===== config.mk =====
export PLATFORM = sky130hd
export DESIGN_NAME = pll_rst_ctrl_flat
export DESIGN_NICKNAME = d
export VERILOG_FILES = /design/src/rtl/pll_rst_ctrl_if.sv /design/src/rtl/pll_rst_ctrl.sv /design/src/flat_wrapper.sv
export SDC_FILE = /design/constraint.sdc
export NUM_CORES = 1
export LEC_CHECK = 0
export CAP_MARGIN = 20
export CORE_UTILIZATION = 58
export CTS_BUF_LIST = sky130_fd_sc_hd__clkbuf_16
export CTS_CLUSTER_DIAMETER = 80
export CTS_CLUSTER_SIZE = 24
export DETAILED_ROUTE_END_ITERATION = 7
export GPL_TIMING_DRIVEN = 0
export PLACE_DENSITY = 0.83
export SETUP_SLACK_MARGIN = 0.02
export SLEW_MARGIN = 20
export SYNTH_ARGS = -nofsm -noshare
export SYNTH_HDL_FRONTEND = slang
export SYNTH_SLANG_ARGS = --single-unit

===== constraint.sdc =====
create_clock -name clk -period 4.2 [get_ports clk]
set_clock_uncertainty 0.2 [all_clocks]
set_input_delay 1.26 -clock clk [delete_from_list [all_inputs] [get_ports clk]]
set_output_delay 1.26 -clock clk [all_outputs]
set_load 0.01 [all_outputs]

===== src/rtl/pll_rst_ctrl_if.sv =====
// -----------------------------------------------------------------------------
// pll_rst_ctrl_if
// Groups the lock supervisor's control inputs and status outputs so the
// sequencer and its driver (SoC glue or a bench) connect through one bundle.
//   pll_lock       PLL extlock, asynchronous to clk
//   sw_rst_req     single-cycle software reset request (clk domain)
//   cnt_clr        single-cycle clear of lock_loss_cnt (clk domain)
//   sys_rst_n      registered active-low system reset
//   lock_sync      synchronised lock, last synchroniser stage
//   fsm_state      00 WAIT_LOCK, 01 STABLE, 10 HOLD, 11 RUN
//   lock_loss_cnt  saturating count of lock drops
// master: drives the requests and observes status; slave: the sequencer.
// -----------------------------------------------------------------------------
interface pll_rst_ctrl_if;
    logic       pll_lock;
    logic       sw_rst_req;
    logic       cnt_clr;
    logic       sys_rst_n;
    logic       lock_sync;
    logic [1:0] fsm_state;
    logic [7:0] lock_loss_cnt;

    modport master (
        output pll_lock, sw_rst_req, cnt_clr,
        input  sys_rst_n, lock_sync, fsm_state, lock_loss_cnt
    );

    modport slave (
        input  pll_lock, sw_rst_req, cnt_clr,
        output sys_rst_n, lock_sync, fsm_state, lock_loss_cnt
    );
endinterface


===== src/rtl/pll_rst_ctrl.sv =====
// -----------------------------------------------------------------------------
// pll_rst_ctrl
// Lock supervisor and reset sequencer running on the free-running board clock
// (the PLL refclk net). Synchronises the PLL extlock, requires it to stay high
// for LOCK_STABLE_CYCLES, then holds the system reset low for RST_HOLD_CYCLES
// before releasing it. Lock drops are counted (saturating at 255) and software
// may re-run the hold phase while running.
// Ports:
//   clk    in  free-running 50 MHz board clock
//   rst_n  in  asynchronous active-low board reset
//   bus    slave modport of pll_rst_ctrl_if (pll_lock, sw_rst_req, cnt_clr in;
//          sys_rst_n, lock_sync, fsm_state, lock_loss_cnt out)
// -----------------------------------------------------------------------------
module pll_rst_ctrl #(
    parameter int SYNC_STAGES        = 2,
    parameter int LOCK_STABLE_CYCLES = 1024,
    parameter int RST_HOLD_CYCLES    = 16
) (
    input  logic           clk,
    input  logic           rst_n,
    pll_rst_ctrl_if.slave  bus
);

    localparam int MAX_CYC = (LOCK_STABLE_CYCLES > RST_HOLD_CYCLES) ?
                             LOCK_STABLE_CYCLES : RST_HOLD_CYCLES;
    localparam int CNT_W   = $clog2(MAX_CYC + 1);

    localparam logic [CNT_W-1:0] STABLE_LAST = CNT_W'(LOCK_STABLE_CYCLES - 1);
    localparam logic [CNT_W-1:0] HOLD_LAST   = CNT_W'(RST_HOLD_CYCLES - 1);

    localparam logic [1:0] ST_WAIT   = 2'b00;
    localparam logic [1:0] ST_STABLE = 2'b01;
    localparam logic [1:0] ST_HOLD   = 2'b10;
    localparam logic [1:0] ST_RUN    = 2'b11;

    logic [SYNC_STAGES-1:0] sync_q;
    logic [SYNC_STAGES-1:0] sync_d;
    logic                   lock_s;

    logic [1:0]       state_q;
    logic [1:0]       state_d;
    logic [CNT_W-1:0] cnt_q;
    logic [CNT_W-1:0] cnt_d;
    logic             sys_rst_n_q;
    logic             sys_rst_n_d;
    logic [7:0]       loss_q;
    logic [7:0]       loss_d;
    logic             loss_evt;

    // Shift pll_lock in at bit 0; the top bit is the synchronised lock.
    assign sync_d = {sync_q[SYNC_STAGES-2:0], bus.pll_lock};
    assign lock_s = sync_q[SYNC_STAGES-1];

    always_comb begin
        state_d = state_q;
        cnt_d   = cnt_q;
        case (state_q)
            ST_WAIT: begin
                if (lock_s) begin
                    state_d = ST_STABLE;
                    cnt_d   = '0;
                end
            end
            ST_STABLE: begin
                if (!lock_s) begin
                    state_d = ST_WAIT;
                end else if (cnt_q == STABLE_LAST) begin
                    state_d = ST_HOLD;
                    cnt_d   = '0;
                end else begin
                    cnt_d = cnt_q + 1'b1;
                end
            end
            ST_HOLD: begin
                if (!lock_s) begin
                    state_d = ST_WAIT;
                end else if (cnt_q == HOLD_LAST) begin
                    state_d = ST_RUN;
                end else begin
                    cnt_d = cnt_q + 1'b1;
                end
            end
            ST_RUN: begin
                // Lock loss is tested first so it beats a same-edge sw request.
                if (!lock_s) begin
                    state_d = ST_WAIT;
                end else if (bus.sw_rst_req) begin
                    state_d = ST_HOLD;
                    cnt_d   = '0;
                end
            end
            default: begin
                state_d = ST_WAIT;
                cnt_d   = '0;
            end
        endcase
    end

    // Any exit to WAIT_LOCK from a non-waiting state is a lock-loss event.
    assign loss_evt = (state_q != ST_WAIT) && !lock_s;

    always_comb begin
        loss_d = loss_q;
        if (bus.cnt_clr) begin
            loss_d = 8'd0;
        end else if (loss_evt && (loss_q != 8'hFF)) begin
            loss_d = loss_q + 8'd1;
        end
    end

    // Reset output is decoded from the next state and registered, so it moves
    // on the same edge as the state and never glitches.
    assign sys_rst_n_d = (state_d == ST_RUN);

    always_ff @(posedge clk or negedge rst_n) begin
        if (!rst_n) begin
            sync_q      <= '0;
            state_q     <= ST_WAIT;
            cnt_q       <= '0;
            sys_rst_n_q <= 1'b0;
            loss_q      <= 8'd0;
        end else begin
            sync_q      <= sync_d;
            state_q     <= state_d;
            cnt_q       <= cnt_d;
            sys_rst_n_q <= sys_rst_n_d;
            loss_q      <= loss_d;
        end
    end

    assign bus.sys_rst_n     = sys_rst_n_q;
    assign bus.lock_sync     = lock_s;
    assign bus.fsm_state     = state_q;
    assign bus.lock_loss_cnt = loss_q;

endmodule


===== src/flat_wrapper.sv =====
// flat-port wrapper written by rule: the top's interface ports become plain ports
module pll_rst_ctrl_flat 
#(
    parameter int SYNC_STAGES        = 2,
    parameter int LOCK_STABLE_CYCLES = 1024,
    parameter int RST_HOLD_CYCLES    = 16
)
  (clk, rst_n, bus_pll_lock, bus_sw_rst_req, bus_cnt_clr, bus_sys_rst_n, bus_lock_sync, bus_fsm_state, bus_lock_loss_cnt);
  pll_rst_ctrl_if bus_i ();
  input  logic clk;
  input  logic rst_n;
  input wire logic [$bits(bus_i.pll_lock)-1:0] bus_pll_lock;
  input wire logic [$bits(bus_i.sw_rst_req)-1:0] bus_sw_rst_req;
  input wire logic [$bits(bus_i.cnt_clr)-1:0] bus_cnt_clr;
  output wire logic [$bits(bus_i.sys_rst_n)-1:0] bus_sys_rst_n;
  output wire logic [$bits(bus_i.lock_sync)-1:0] bus_lock_sync;
  output wire logic [$bits(bus_i.fsm_state)-1:0] bus_fsm_state;
  output wire logic [$bits(bus_i.lock_loss_cnt)-1:0] bus_lock_loss_cnt;
  assign bus_i.pll_lock = bus_pll_lock;
  assign bus_i.sw_rst_req = bus_sw_rst_req;
  assign bus_i.cnt_clr = bus_cnt_clr;
  assign bus_sys_rst_n = bus_i.sys_rst_n;
  assign bus_lock_sync = bus_i.lock_sync;
  assign bus_fsm_state = bus_i.fsm_state;
  assign bus_lock_loss_cnt = bus_i.lock_loss_cnt;
  pll_rst_ctrl #(.SYNC_STAGES(SYNC_STAGES), .LOCK_STABLE_CYCLES(LOCK_STABLE_CYCLES), .RST_HOLD_CYCLES(RST_HOLD_CYCLES)) u_core (.clk(clk), .rst_n(rst_n), .bus(bus_i));
endmodule

== Word-level counts from Yosys, hierarchy flattened ==
Index checks and enable logic that the tools add are counted.
Storage, ports and cells
  register bits after elaboration: 24
  input bits: 5
  output and inout bits: 12
  logic and storage cells: 45
Cells by class
  add/subtract/negate cells: 2
  equality and inequality tests: 13
  muxes and demuxes: 18
  reduce and logical (&&, ||, !) cells: 7
Operators by type and width (count)
  two-way mux 11 bit: 7
  one-hot mux 11 bit (4 select lines): 1
  two-way mux 8 bit: 2
  two-way mux 2 bit: 7
  adder 11 x 1 -> 11 bit, second input constant: 1
  equality test 11 x 10 -> 1 bit, second input constant: 1
  equality test 11 x 4 -> 1 bit, second input constant: 1
  adder 8 x 1 -> 8 bit, second input constant: 1
  inequality test 2 x 1 -> 1 bit, second input constant: 4
  inequality test 8 bit, second input constant: 1
  one-hot mux 2 bit (4 select lines): 1
  equality test 2 bit, second input constant: 3
  AND reduction 6 bit: 1
  inequality test 2 bit, second input constant: 2
  nonzero test 2 bit: 2
  equality test 2 x 1 -> 1 bit, second input constant: 1
  logical AND 1 bit: 2
  zero test 2 bit: 1
  zero test 1 bit: 1

== Longest topological paths before layout ==
  depth after elaboration: 5
  mapped depth: 9
  depth with buffers taken out: 7

== Worst setup path after synthesis ==
No wires, ideal clock.
  kind: input-to-reg
  from: input port bus_sw_rst_req
  to: register u_core.cnt_q[7]
  library setup time: 0.092 ns
  data arrival time: 2.309 ns
  required time: 3.908 ns
  setup slack: 1.599 ns
  cell stages on the path: 7
  path buffers: 2
  cells stage by stage: nand2_1 o2bb2ai_1 or2_1 buf_6 or2_1 buf_6 o31ai_2
On the way
  word-level cells in the longest chain between the ends: 2
RTL lines
  from (decl): RTL line flat_wrapper.sv:13  | input wire logic [$bits(bus_i.sw_rst_req)-1:0] bus_sw_rst_req;
  inequality test 2 bit (no line)
  AND reduction 6 bit (no line)
  to (signal assigned): RTL line pll_rst_ctrl.sv:125  | cnt_q <= cnt_d;
  to (decl): RTL line pll_rst_ctrl.sv:42  | logic [CNT_W-1:0] cnt_q;
No other way between the ends.
A chain may end at the register's enable or synchronous reset.

== Worst setup path after layout ==
  from: input port bus_sw_rst_req
  to: register u_core.cnt_q[5]
Same word-level chain as after synthesis.

==> metrics.cfg <==
[floorplanning]
design.die.area_um2=2580
placeableCoreArea_um2=2230
std_cell_rows=17
die_height_um=50.8
dieWidth_um=50.8
starting_density_of_the_core=0.619
pin_count=17

[logic_synthesis]
post_synth_instance_area_um2=1380
yosys_warnings=0
yosysSeqAreaShare=0.434
synthesis.area_per_instance_um2=9.47
yosys.area_share.adder=0.0543
synth_compound_gate_area_share=0.183
post-synth-top-area-cell=sky130_fd_sc_hd__dfrtp_1
yosys-mux-area-fraction=0.00724
netlist_instances=146
synthDistinctLibCells=35
yosysMostFrequentCell=sky130_fd_sc_hd__dfrtp_1
yosys-top-cells-area=sky130_fd_sc_hd__dfrtp_1, sky130_fd_sc_hd__ha_1, sky130_fd_sc_hd__nor2_1, sky130_fd_sc_hd__o21ai_0, sky130_fd_sc_hd__nand2_1
post_synth_xor_area_fraction=0.0443
synth_top_family_by_area=simple AND/OR/NAND/NOR gates
synth.ff_latch_count=24
synth-main-ff-cell=sky130_fd_sc_hd__dfrtp_1
synthTopCellsByCount=sky130_fd_sc_hd__dfrtp_1, sky130_fd_sc_hd__nor2_1, sky130_fd_sc_hd__nand2_1
number_of_enable_type_register_cells_in_the_synthesized_netlist=0
ys_async_rst_share=1.00
post_synthesis_net_count=157
synth_simple_gate_area_frac=0.242
netlist.area_leader.share=0.434

[global_routing]
gr-total-overflow=0
antenna_violations_before_repair=0
grt_start_max_net_pins=25
grt_pass1_vias=1227
grt_util_all_layers=0.276
global_route_wire_length_before_repair_um=5380

[placed_design]
dp_cells=189
place_hpwl_um=2150
finalWeightedCongestion=0.864
portBuffers=15

[timing]
finalSetupViolations=0
report.final.hold_viol_count=0
fmax_mhz=335
max-slew-margin-rel=0.547
tightest_slew_ps=673
timing_max_transition_violations_final=0
unrepaired_setup_endpoints_after_global_routing=false
post_layout_minimum_cycle_time_ps=2990
final.period_utilization=0.711
finalSetupTns_ps=0

[route]
drt_drc_violations_left=0
num_vias=1202
detail_route.iter0.violations=32
avgViaCountPerCell=6.23
wirelength_um=3090
wl_per_cell_um=16.0
antenna_violating_nets_post_route=0
drtPass1Iterations=4

[setup_path]
timing_worst_setup_path_type=input port to register
critPathMaxFanout=9
crit_path_max_incr_delay_ps=510
setup.reg_to_reg.worst_slack_ps=1760
cp-end-kind=register
crit_arrival_ps=2950
critPathLaunchType=input port
worst_ep_required_time_ps=4160
timing.critical_path.cells=clkdlybuf4s50_1 > nand2_1 > o2bb2ai_1 > or2_1 > buf_6 > or2_1 > buf_6 > o31ai_2
slowest_stage=sky130_fd_sc_hd__clkdlybuf4s50_1

[cts]
cts_setup_buffers=0
cts_inserted_buffers=3
clk_latency_worst_skew_pair_ps=260
tritoncts=built
cts_root_buffer=sky130_fd_sc_hd__clkbuf_16
cts.htree.levels=1
clockBufferDepth=2
cts_hold_repair.buffers=0
ctsResizeCount=0
cts_sinks=24
clk_pin_slew_worst_paths_ps=60

[layout]
n_antenna_cell=0
multi_input_area_um2=733
final_cell_count_no_fill=193
fin_nets=177
area_delta_synth_final_pct=20.6
layout.filler_cells=165
regArea_um2=601
final_layout_size_suffix_gt1_frac=0.0727

[worst_hold_path]
type_of_the_worst_min_delay_path=register to register

[pwr]
static_leakage_power_nw=0.719
vdd_ir_drop_max_uv=348
cellPowerDensity_nw_per_um2=433
finalPower_w=0.000723

[flow_run]
drv_cap=0

[outcome]
status=finished clean

-- cell type report --
type,instances,area share
clock inverter,1,0.0180
inverter,6,0.0135
tap,28,0.0210
sequential,24,0.360
multi-input combinational,113,0.440
clock buffer,3,0.0450
buffer,3,0.0158
timing repair buffer,15,0.0870
-- metal layers --
| layer | GRT usage | vias to the layer above | part of all wire |
|---|---|---|---|
| li1 | - | 571 | - |
| met1 | 0.332 | 584 | 0.42 |
| met2 | 0.509 | 43 | 0.52 |
| met3 | 0.0417 | 4 | 0.043 |
| met4 | 0.0787 | 0 | 0.0087 |
| met5 | 0 | - | 0 |
-- registers in the layout, summed over array words and instances, names as in the netlist --
signal,count
u_core.cnt_q,11
u_core.bus.fsm_state,2
u_core.bus.sys_rst_n,1
u_core.bus.lock_loss_cnt,8
u_core.sync_q,2
-- metrics by stage --
step	hold slack (ps)	util	setup slack (ps)	area, µm²
floorplan	131	-	1600	1380
global placement	140	0.702	1020	1570
detailed placement	158	0.702	1010	1570
CTS	181	0.749	1210	1670
global route	185	0.747	1160	1670
finish	174	0.747	1210	1670
-- cell families after synthesis --
logic type / count (synthesis)
mux: 1
compound gates: 35
flops: 24
buf+inv: 9
simple gates: 64
xor+xnor: 7
fa+ha+maj: 6
-- layout by cell type, fill, tap and decap left out, types with 3 or more instances in the layout --
cell type	netlist	layout
sky130_fd_sc_hd__o21ai_0	12	12
sky130_fd_sc_hd__nand4_1	5	5
sky130_fd_sc_hd__and3_1	5	5
sky130_fd_sc_hd__clkbuf_16	0	3
sky130_fd_sc_hd__o31ai_2	3	3
sky130_fd_sc_hd__dfrtp_1	24	24
sky130_fd_sc_hd__nor2b_1	4	4
sky130_fd_sc_hd__and4_1	4	4
sky130_fd_sc_hd__nand2_1	14	14
sky130_fd_sc_hd__a21oi_1	5	5
sky130_fd_sc_hd__ha_1	6	6
sky130_fd_sc_hd__xor2_1	5	5
sky130_fd_sc_hd__nand3_1	3	3
sky130_fd_sc_hd__a22o_1	4	4
sky130_fd_sc_hd__inv_1	6	6
sky130_fd_sc_hd__nor2_1	19	19
sky130_fd_sc_hd__clkdlybuf4s50_1	0	14
-- worst max-delay path: cells and delay by family --
kind                   cells  cell delay, ps
AOI/OAI and AO/OA          2             370
buffers and inverters      3             790
and+or+nand+nor            3             520
-- report_power, final --
part | total [W] | switching [W] | internal [W] | leakage, nW
clock network | 0.000272 | 0.0000828 | 0.000189 | 0.0511
registers | 0.000266 | 0.0000201 | 0.000246 | 0.328
logic | 0.000184 | 0.000107 | 0.0000775 | 0.340
-- final timing paths --
| check | start | endpoint | depth (start not counted) |
|---|---|---|---|
| min in group asynchronous | rst_n | u_core.bus.lock_loss_cnt[1] | 1 |
| worst min register to register | u_core.sync_q[0] | u_core.sync_q[1] | 0 |
| max in group asynchronous | rst_n | u_core.cnt_q[8] | 1 |
| worst max register to register | u_core.cnt_q[0] | u_core.cnt_q[8] | 7 |
| worst min-delay path | u_core.sync_q[0] | u_core.sync_q[1] | 0 |
| worst max-delay path | bus_sw_rst_req | u_core.cnt_q[5] | 8 |
(Power assumes the default switching activity.)
